### src/rtl/sys_cmd_master.sv
// Host-side UART command initiator: serializes one request into a byte frame,
// then collects the 0/1/2-byte response with an inter-byte timeout.
module sys_cmd_master #(
    parameter int unsigned WIDTH   = 8,
    parameter int unsigned ADDR    = 4,
    parameter int unsigned TO_W    = 16,
    parameter int unsigned TIMEOUT = 1000
) (
    input  logic               CLK,
    input  logic               RST,
    input  logic               CMD_VLD,
    input  logic [1:0]         CMD_TYPE,
    input  logic [ADDR-1:0]    CMD_ADDR,
    input  logic [WIDTH-1:0]   CMD_DATA,
    input  logic [WIDTH-1:0]   CMD_OPA,
    input  logic [WIDTH-1:0]   CMD_OPB,
    input  logic [3:0]         CMD_FUN,
    output logic               CMD_RDY,
    output logic [WIDTH-1:0]   TX_DATA,
    output logic               TX_VLD,
    input  logic               TX_BUSY,
    input  logic [WIDTH-1:0]   RX_DATA,
    input  logic               RX_VLD,
    output logic [2*WIDTH-1:0] RSP_DATA,
    output logic               CMD_DONE,
    output logic               RSP_TIMEOUT
);

    typedef enum logic [1:0] {StIdle, StSend, StWaitRsp, StDone} state_e;

    state_e               state_q, state_d;
    logic [1:0]           type_q, type_d;
    logic [ADDR-1:0]      addr_q, addr_d;
    logic [WIDTH-1:0]     data_q, data_d;
    logic [WIDTH-1:0]     opa_q, opa_d;
    logic [WIDTH-1:0]     opb_q, opb_d;
    logic [3:0]           fun_q, fun_d;
    logic [1:0]           idx_q, idx_d;
    logic [1:0]           rx_cnt_q, rx_cnt_d;
    logic [TO_W-1:0]      to_cnt_q, to_cnt_d;
    logic [2*WIDTH-1:0]   rsp_q, rsp_d;
    logic                 to_flag_q, to_flag_d;

    logic [1:0]           last_idx;
    logic [1:0]           rsp_num;
    logic [WIDTH-1:0]     frame_byte;
    logic [WIDTH-1:0]     addr_ext;
    logic [WIDTH-1:0]     fun_ext;
    logic [TO_W-1:0]      to_cnt_inc;
    logic [1:0]           rx_cnt_inc;

    assign addr_ext   = WIDTH'(addr_q);
    assign fun_ext    = WIDTH'(fun_q);
    assign to_cnt_inc = to_cnt_q + 1'b1;
    assign rx_cnt_inc = rx_cnt_q + 1'b1;

    // Frame length and expected response size per command type.
    always_comb begin
        last_idx = 2'd1;
        rsp_num  = 2'd0;
        unique case (type_q)
            2'b00: begin last_idx = 2'd2; rsp_num = 2'd0; end
            2'b01: begin last_idx = 2'd1; rsp_num = 2'd1; end
            2'b10: begin last_idx = 2'd3; rsp_num = 2'd2; end
            2'b11: begin last_idx = 2'd1; rsp_num = 2'd2; end
            default: ;
        endcase
    end

    always_comb begin
        frame_byte = '0;
        unique case (idx_q)
            2'd0: begin
                unique case (type_q)
                    2'b00:   frame_byte = WIDTH'(8'hAA);
                    2'b01:   frame_byte = WIDTH'(8'hBB);
                    2'b10:   frame_byte = WIDTH'(8'hCC);
                    default: frame_byte = WIDTH'(8'hDD);
                endcase
            end
            2'd1: begin
                unique case (type_q)
                    2'b10:   frame_byte = opa_q;
                    2'b11:   frame_byte = fun_ext;
                    default: frame_byte = addr_ext;
                endcase
            end
            2'd2:    frame_byte = (type_q == 2'b10) ? opb_q : data_q;
            default: frame_byte = fun_ext;
        endcase
    end

    always_comb begin
        state_d   = state_q;
        type_d    = type_q;
        addr_d    = addr_q;
        data_d    = data_q;
        opa_d     = opa_q;
        opb_d     = opb_q;
        fun_d     = fun_q;
        idx_d     = idx_q;
        rx_cnt_d  = rx_cnt_q;
        to_cnt_d  = to_cnt_q;
        rsp_d     = rsp_q;
        to_flag_d = to_flag_q;

        unique case (state_q)
            StIdle: begin
                if (CMD_VLD) begin
                    type_d    = CMD_TYPE;
                    addr_d    = CMD_ADDR;
                    data_d    = CMD_DATA;
                    opa_d     = CMD_OPA;
                    opb_d     = CMD_OPB;
                    fun_d     = CMD_FUN;
                    rsp_d     = '0;
                    idx_d     = '0;
                    rx_cnt_d  = '0;
                    to_cnt_d  = '0;
                    to_flag_d = 1'b0;
                    state_d   = StSend;
                end
            end
            StSend: begin
                if (!TX_BUSY) begin
                    if (idx_q == last_idx) begin
                        to_cnt_d = '0;
                        state_d  = (rsp_num == 2'd0) ? StDone : StWaitRsp;
                    end else begin
                        idx_d = idx_q + 1'b1;
                    end
                end
            end
            StWaitRsp: begin
                // A byte arriving on the terminal cycle still wins over the timeout.
                if (RX_VLD) begin
                    if (rx_cnt_q == 2'd0) rsp_d[WIDTH-1:0]       = RX_DATA;
                    else                  rsp_d[2*WIDTH-1:WIDTH] = RX_DATA;
                    rx_cnt_d = rx_cnt_inc;
                    to_cnt_d = '0;
                    if (rx_cnt_inc == rsp_num) state_d = StDone;
                end else begin
                    to_cnt_d = to_cnt_inc;
                    if (to_cnt_inc == TO_W'(TIMEOUT - 1)) begin
                        to_flag_d = 1'b1;
                        state_d   = StDone;
                    end
                end
            end
            StDone:  state_d = StIdle;
            default: state_d = StIdle;
        endcase
    end

    always_ff @(posedge CLK or negedge RST) begin
        if (!RST) begin
            state_q   <= StIdle;
            type_q    <= '0;
            addr_q    <= '0;
            data_q    <= '0;
            opa_q     <= '0;
            opb_q     <= '0;
            fun_q     <= '0;
            idx_q     <= '0;
            rx_cnt_q  <= '0;
            to_cnt_q  <= '0;
            rsp_q     <= '0;
            to_flag_q <= 1'b0;
        end else begin
            state_q   <= state_d;
            type_q    <= type_d;
            addr_q    <= addr_d;
            data_q    <= data_d;
            opa_q     <= opa_d;
            opb_q     <= opb_d;
            fun_q     <= fun_d;
            idx_q     <= idx_d;
            rx_cnt_q  <= rx_cnt_d;
            to_cnt_q  <= to_cnt_d;
            rsp_q     <= rsp_d;
            to_flag_q <= to_flag_d;
        end
    end

    assign CMD_RDY     = (state_q == StIdle);
    assign TX_VLD      = (state_q == StSend);
    assign TX_DATA     = (state_q == StSend) ? frame_byte : '0;
    assign RSP_DATA    = rsp_q;
    assign CMD_DONE    = (state_q == StDone);
    assign RSP_TIMEOUT = (state_q == StDone) && to_flag_q;

endmodule
### config.mk
export PLATFORM = sky130hd
export DESIGN_NAME = sys_cmd_master
export DESIGN_NICKNAME = d
export VERILOG_FILES = /design/src/rtl/sys_cmd_master.sv
export SDC_FILE = /design/constraint.sdc
export NUM_CORES = 1
export LEC_CHECK = 0
export CAP_MARGIN = 20
export CORE_MARGIN = 4
export CORE_UTILIZATION = 53
export DETAILED_ROUTE_END_ITERATION = 10
export HOLD_SLACK_MARGIN = 0.08
export PLACE_DENSITY = 0.79
export REMOVE_ABC_BUFFERS = 1
export SLEW_MARGIN = 10
export SYNTH_ARGS = -nofsm -noshare
export SYNTH_HDL_FRONTEND = slang
export SYNTH_SLANG_ARGS = --single-unit
### constraint.sdc
create_clock -name CLK -period 2.7 [get_ports CLK]
set_input_delay 0.81 -clock CLK [delete_from_list [all_inputs] [get_ports CLK]]
set_output_delay 0.81 -clock CLK [all_outputs]
set_load 0.005 [all_outputs]
== Word-level counts from Yosys, hierarchy flattened ==
Cells that the tools add are included.

* $add $sub $neg: 3
* Eq/ne operators: 22
* Multiplexer cells: 34
* Reduce and logical (&&, ||, !) cells: 19

{| class="wikitable"
|+ Operators with widths
! cell !! count
|-
| 16-bit two-way mux || 5
|-
| 16-bit one-hot mux with 3 select lines || 1
|-
| 8-bit two-way mux || 4
|-
| 16-bit one-hot mux with 2 select lines || 1
|-
| 8-bit one-hot mux with 3 select lines || 1
|-
| 7-bit one-hot mux with 3 select lines || 1
|-
| 2-bit two-way mux || 10
|-
| 4-bit AND reduction || 5
|-
| 16-bit by 1-bit adder with 16-bit output (second input constant) || 1
|-
| 16-bit by 10-bit equality test with 1-bit output (second input constant) || 1
|-
| 2-bit != test (second input constant) || 8
|-
| 8-bit one-hot mux with 2 select lines || 1
|-
| 2-bit one-hot mux with 3 select lines || 2
|-
| 2-bit equality test (second input constant) || 5
|-
| 2-bit logical NOT || 5
|-
| 2-bit one-hot mux with 2 select lines || 2
|-
| 2-bit one-hot mux with 4 select lines || 1
|-
| 2-bit by 1-bit equality test with 1-bit output (second input constant) || 3
|-
| 3-bit != test (second input constant) || 2
|-
| 5-bit AND reduction || 1
|-
| 2-bit by 1-bit adder with 2-bit output (second input constant) || 2
|-
| 2-bit equality test || 2
|-
| 1-bit two-way mux || 4
|-
| 2-bit nonzero test || 2
|-
| other kinds (7) || 8
|}

* Register bits: 73
* Input bits: 47
* Output and inout port bits: 28
* Word-level logic and storage cells: 91

== Longest topological paths before layout ==
Gate-level depths: netlist (run 1).

* Depth in word-level cells: 8
* Depth in mapped cells: 9
* Gate-level depth less buffers: 8

== Least setup slack after synthesis (run 1) ==
OpenSTA, ideal clock, no wires.

* Kind: register to output
* From: register idx_q[0]
* To: output TX_DATA[0]
* Arrival time: 1.595 ns
* Required time: 1.890 ns
* Setup slack: 0.295 ns
* Cell stages (with the launch flop): 8
* Path buffers: 1
* Cell sequence: dfrtp_1 > inv_1 > ha_1 > clkbuf_1 > a21o_1 > a222oi_1 > o22ai_1 > and2_1

* Longest elaborated chain between the ends: 3
* Elaborated cells on any way between the ends: 5
* Those cells by class: 2 x eq/ne; 2 x mux; 1 x reduce/logical

{| class="wikitable"
|+ RTL lines
! element !! RTL line !! RTL
|-
| start: declaration || 38 || <nowiki>logic [1:0] idx_q, idx_d;</nowiki>
|-
| start signal: assignment || 177 || <nowiki>idx_q <= idx_d;</nowiki>
|-
| 2-bit equality test (tied with other cells) || 72 || <nowiki>unique case (idx_q)</nowiki>
|-
| 8-bit one-hot mux with 3 select lines (*) || 72 ||
|-
| 8-bit two-way mux (*) || 187 || <nowiki>assign TX_DATA = (state_q == StSend) ? frame_byte : '0;</nowiki>
|-
| end: declaration || 19 || <nowiki>output logic [WIDTH-1:0] TX_DATA,</nowiki>
|}

Mark *: on every way between the ends. The rest lies on a longest branch, timed or not.

== Worst setup path after layout (run 1) ==
* From: register idx_q[1]
* To: output TX_DATA[0]

Same word-level chain as after synthesis.

==> out/qor.log, run 1 <==
qor: cells_and_area.final_nets 563
qor: status.run_status finished with violations
qor: setup_path.worstPathRequired 1.89 ns
qor: cells_and_area.drive_gt1_frac 0.224
qor: setup_path.critical_path_class register to output pin
qor: drt.wl 10.1 mm
qor: global_routing.maximum_number_of_pins_on_one_net_before_global_route_repair 36
qor: synth.synth-main-ff-cell sky130_fd_sc_hd__dfrtp_1
qor: placed_design.dp.cells 590
qor: global_routing.grt_pass1_vias 3,376
qor: setup_path.startpoint_type register
qor: cts.cts_tree built
qor: cts.clock_tree.htree_level_count 3
qor: global_routing.wire_length_of_the_first_global_routing_pass 16.4 mm
qor: floorplanning.fp.dieArea 9050 µm²
qor: setup_path.ff2ff_setup_slack 0.22 ns
qor: power_and_ir_drop.power.density_cell_area 969 nW/µm²
qor: hold_path.timing.hold.worst.class input pin to asynchronous set/reset pin
qor: timing.smallest_setup_slack_after_layout -0.0737 ns
qor: cts.clockBufferDepth 2
qor: cells_and_area.instances_no_fill 608
qor: synth.synth_enable_flop_cells 0
qor: cts.cts_root_buffer sky130_fd_sc_hd__clkbuf_8
qor: timing.setup-violations-final 2
qor: setup_path.reg2regPathDepth 6
qor: cts.post_cts_clock_slew_at_the_launch_and_capture_registers_of_the_worst_setup_and_hold_paths 0.08 ns
qor: flow_run.drv_cap 0
qor: timing.fin_hold_ws 0.373 ns
qor: power_and_ir_drop.pwr-share-comb 0.515
qor: cells_and_area.nFillCells 545
qor: timing.fmaxAchievable 0.361 GHz
qor: drt.drc 0
qor: synth.synthesis.yosys.warnings 0
qor: timing.max-slew-margin-rel 0.658
qor: setup_path.cpMaxStageDelayCell sky130_fd_sc_hd__dfrtp_1
qor: status.violations negative setup slack
qor: power_and_ir_drop.peakVddDrop 631 µV
qor: cells_and_area.area_growth_from_synthesis_to_final_layout 30.2%
qor: setup_path.critical_path.endpoint_type output pin
qor: global_routing.total_global_routing_track_utilization 0.233
qor: power_and_ir_drop.clkPwrFrac 0.150
qor: floorplanning.die_width 95.1 µm
qor: floorplanning.std_cell_rows 31
qor: placed_design.dp_hpwl 7.01 mm
qor: timing.tightest_slew 0.506 ns
qor: cells_and_area.n_antenna_cell 0
qor: drt.wl_per_cell 16.6 µm
qor: power_and_ir_drop.switching_share 0.389
qor: synth.seq_area_frac_synth 0.454
qor: cells_and_area.layout_commonest_cell sky130_fd_sc_hd__dfrtp_1
qor: setup_path.regToRegEndpoint state_q[1]$_DFFE_PN0P_
qor: setup_path.crit_buf_inv 2
qor: cts.tritoncts_num_sinks 73
qor: drt.initialDrtViolationCount 224
qor: setup_path.path_delay_family compound AO/OA/AOI/OAI gates
qor: setup_path.r2r_start to_cnt_q[2]$_DFFE_PN0P_
qor: synth.synth_cell_area 4020 µm²
qor: cts.tritoncts_buffer_count 9
qor: drt.vias 3,437
qor: synth.synth.distinct_cells 51
qor: cells_and_area.final_cell_area 5240 µm²
qor: setup_path.worst_ep_arrival_time 1.96 ns
qor: synth.syn-mean-instance-area 9.69 µm²
qor: timing.fin_worst_skew 0.00828 ns
qor: timing.slew_viol_final 0
qor: placed_design.pre_cts_slack -0.0474 ns
qor: global_routing.gr-total-overflow 0
qor: timing.grt_setup_unrepaired yes
qor: cells_and_area.mostFrequentLayoutCells sky130_fd_sc_hd__dfrtp_1, sky130_fd_sc_hd__clkdlybuf4s50_1, sky130_fd_sc_hd__nand2_1
qor: power_and_ir_drop.net-switching-power 1970 µW
qor: cts.postCtsHoldBufs 0
qor: drt.post_drt_via_cell_ratio 5.65
qor: timing.totalNegativeSetupSlack -0.0895 ns
qor: placed_design.detailed_place.area 5000 µm²
qor: synth.synthArstFlopShare 1.00
qor: power_and_ir_drop.intPower 3100 µW
qor: timing.layout_min_cycle_time 2.77 ns
qor: floorplanning.die_h 95.1 µm
qor: timing.finalHoldViolCount 0
qor: cts.worst_skew_pair.late_latency 0.35 ns
qor: synth.gate_count_after_technology_mapping 415
qor: setup_path.crit_chain buf_6 -> ha_4 -> a21o_1 -> a222oi_1 -> o22ai_1 -> and2_1 -> buf_2
qor: placed_design.gp_routability_congestion 0.863
qor: drt.drt_pre_antenna_iters 7
qor: power_and_ir_drop.sequentialPowerShare 0.335
qor: floorplanning.io_pins 75
qor: setup_path.critical_path_peak_fanout 3
qor: power_and_ir_drop.total_leakage_power 0.00230 µW
qor: timing.fin_crit_sh 1.03
qor: global_routing.antenna_violations_before_repair 0
qor: placed_design.port_buffers 74
qor: synth.postSynthRegisterBits 73
qor: floorplanning.start_util 0.549
qor: drt.antenna_left 0
qor: setup_path.timing.critical_path.slowest_cell_delay 0.42 ns
qor: floorplanning.coreArea 7330 µm²
-- power by group through the flow --
stage / logic [µW] / registers, µW / clock network (µW)
CTS: 2510 / 1690 / 780
global placement: 2350 / 1690 / 0
global route: 2880 / 1750 / 832
floorplan: 1390 / 1700 / 0
detailed placement: 2450 / 1710 / 0
finish: 2610 / 1700 / 760
-- cells by family (layout without fill, tap and decap cells) --
logic type / Yosys count / in the layout / synth area share
xor+xnor: 5 / 5 / 0.0109
flops: 73 / 73 / 0.454
compound gates: 99 / 99 / 0.154
fa+ha+maj: 11 / 11 / 0.0342
simple gates: 142 / 142 / 0.190
mux: 39 / 39 / 0.109
buf+inv: 46 / 140 / 0.0476
-- worst reg2reg max path, stage by stage, from the launching register on --
cell                        delay (ns)
sky130_fd_sc_hd__dfrtp_1          0.56
sky130_fd_sc_hd__nand3_2          0.30
sky130_fd_sc_hd__nor4_4           0.41
sky130_fd_sc_hd__xor2_1           0.16
sky130_fd_sc_hd__a2111oi_1        0.44
sky130_fd_sc_hd__a22o_4           0.19
sky130_fd_sc_hd__mux2_4           0.30
-- routing by layer --
layer / routed length [µm] / global-route usage / up-vias
met5: 0 / 0 / -
met4: 169 / 0.0877 / 0
met3: 585 / 0.0568 / 17
met2: 5020 / 0.374 / 111
met1: 4320 / 0.306 / 1662
li1: - / - / 1647
-- repair_timing --
action                     in CTS  in global routing
setup endpoints to repair       8                 10
resized for setup              25                 25
cloned                          0                  0
pin swaps                       3                  6
buffers inserted                2                  1
-- Yosys cell counts, types with 2 or more instances --
library cell,n,area (µm²)
sky130_fd_sc_hd__buf_2,3,15.0
sky130_fd_sc_hd__o31ai_1,9,67.6
sky130_fd_sc_hd__nand3_1,19,95.1
sky130_fd_sc_hd__a211oi_1,5,37.5
sky130_fd_sc_hd__inv_1,21,78.8
sky130_fd_sc_hd__xnor2_1,2,17.5
sky130_fd_sc_hd__mux2i_1,3,30.0
sky130_fd_sc_hd__o21ai_0,47,235
sky130_fd_sc_hd__a221oi_1,2,17.5
sky130_fd_sc_hd__clkbuf_1,16,60.1
sky130_fd_sc_hd__nand3b_1,3,22.5
sky130_fd_sc_hd__nor3_1,5,25.0
sky130_fd_sc_hd__nand2b_1,5,31.3
sky130_fd_sc_hd__and3_1,3,18.8
sky130_fd_sc_hd__a21o_1,4,30.0
sky130_fd_sc_hd__mux2_2,35,394
sky130_fd_sc_hd__a21oi_1,13,65.1
sky130_fd_sc_hd__nand2_1,62,233
sky130_fd_sc_hd__nand4_1,3,18.8
sky130_fd_sc_hd__xor2_1,3,26.3
sky130_fd_sc_hd__nor2_1,20,75.1
sky130_fd_sc_hd__ha_1,11,138
sky130_fd_sc_hd__buf_4,2,15.0
sky130_fd_sc_hd__dfrtp_1,73,1830
sky130_fd_sc_hd__a22o_1,3,26.3
sky130_fd_sc_hd__nor2b_1,6,37.5
sky130_fd_sc_hd__nor4_4,2,42.5
sky130_fd_sc_hd__a31oi_1,6,37.5
sky130_fd_sc_hd__nand4_4,3,63.8
sky130_fd_sc_hd__buf_1,3,11.3
sky130_fd_sc_hd__and2_1,3,18.8
-- area by class of cell --
cell class,count,area (µm²),share of cell area
clock buffers,12,145,0.0277
inverters,21,78.8,0.0151
well taps,99,124,0.0237
repair buffers,104,961,0.183
flip-flops and latches,73,1830,0.349
multi-input cells,296,2080,0.398
clock inverters,3,17.5,0.00334
-- stage by stage --
stage	util	total power [µW]
2_1_floorplan	-	3090
3_3_place_gp	0.682	4040
3_5_place_dp	0.682	4160
4_1_cts	0.710	4980
5_1_grt	0.714	5450
6_report	0.714	5070
-- worst max-delay path by stage --
stage / startpoint / end / slack (ns) / depth (start not counted)
global placement: idx_q[0]$_DFFE_PN0P_ / TX_DATA[0] / 0.05 / 7
finish: idx_q[1]$_DFFE_PN0P_ / TX_DATA[0] / -0.07 / 7
detailed placement: CMD_VLD / state_q[1]$_DFFE_PN0P_ / -0.05 / 7
CTS: idx_q[1]$_DFFE_PN0P_ / TX_DATA[0] / -0.23 / 7
global route: idx_q[1]$_DFFE_PN0P_ / TX_DATA[0] / -0.22 / 8
floorplan: type_q[1]$_DFFE_PN0P_ / TX_DATA[0] / 0.32 / 6
-- sequential cells by signal, summed over array words and instances (netlist names) --
| signal | count |
|---|---|
| RSP_DATA | 16 |
| addr_q | 4 |
| data_q | 8 |
| fun_q | 4 |
| idx_q | 2 |
| opa_q | 8 |
| opb_q | 8 |
| rx_cnt_q | 2 |
| state_q | 2 |
| to_cnt_q | 16 |
| to_flag_q | 1 |
| type_q | 2 |
(Power assumes the default switching activity.)
==> inputs of run 2 (changes only) <==
- HOLD_SLACK_MARGIN: 0.08 -> default
==> results of run 2 <==
No change in the layout: final DEF, timing and power equal those of run 1.
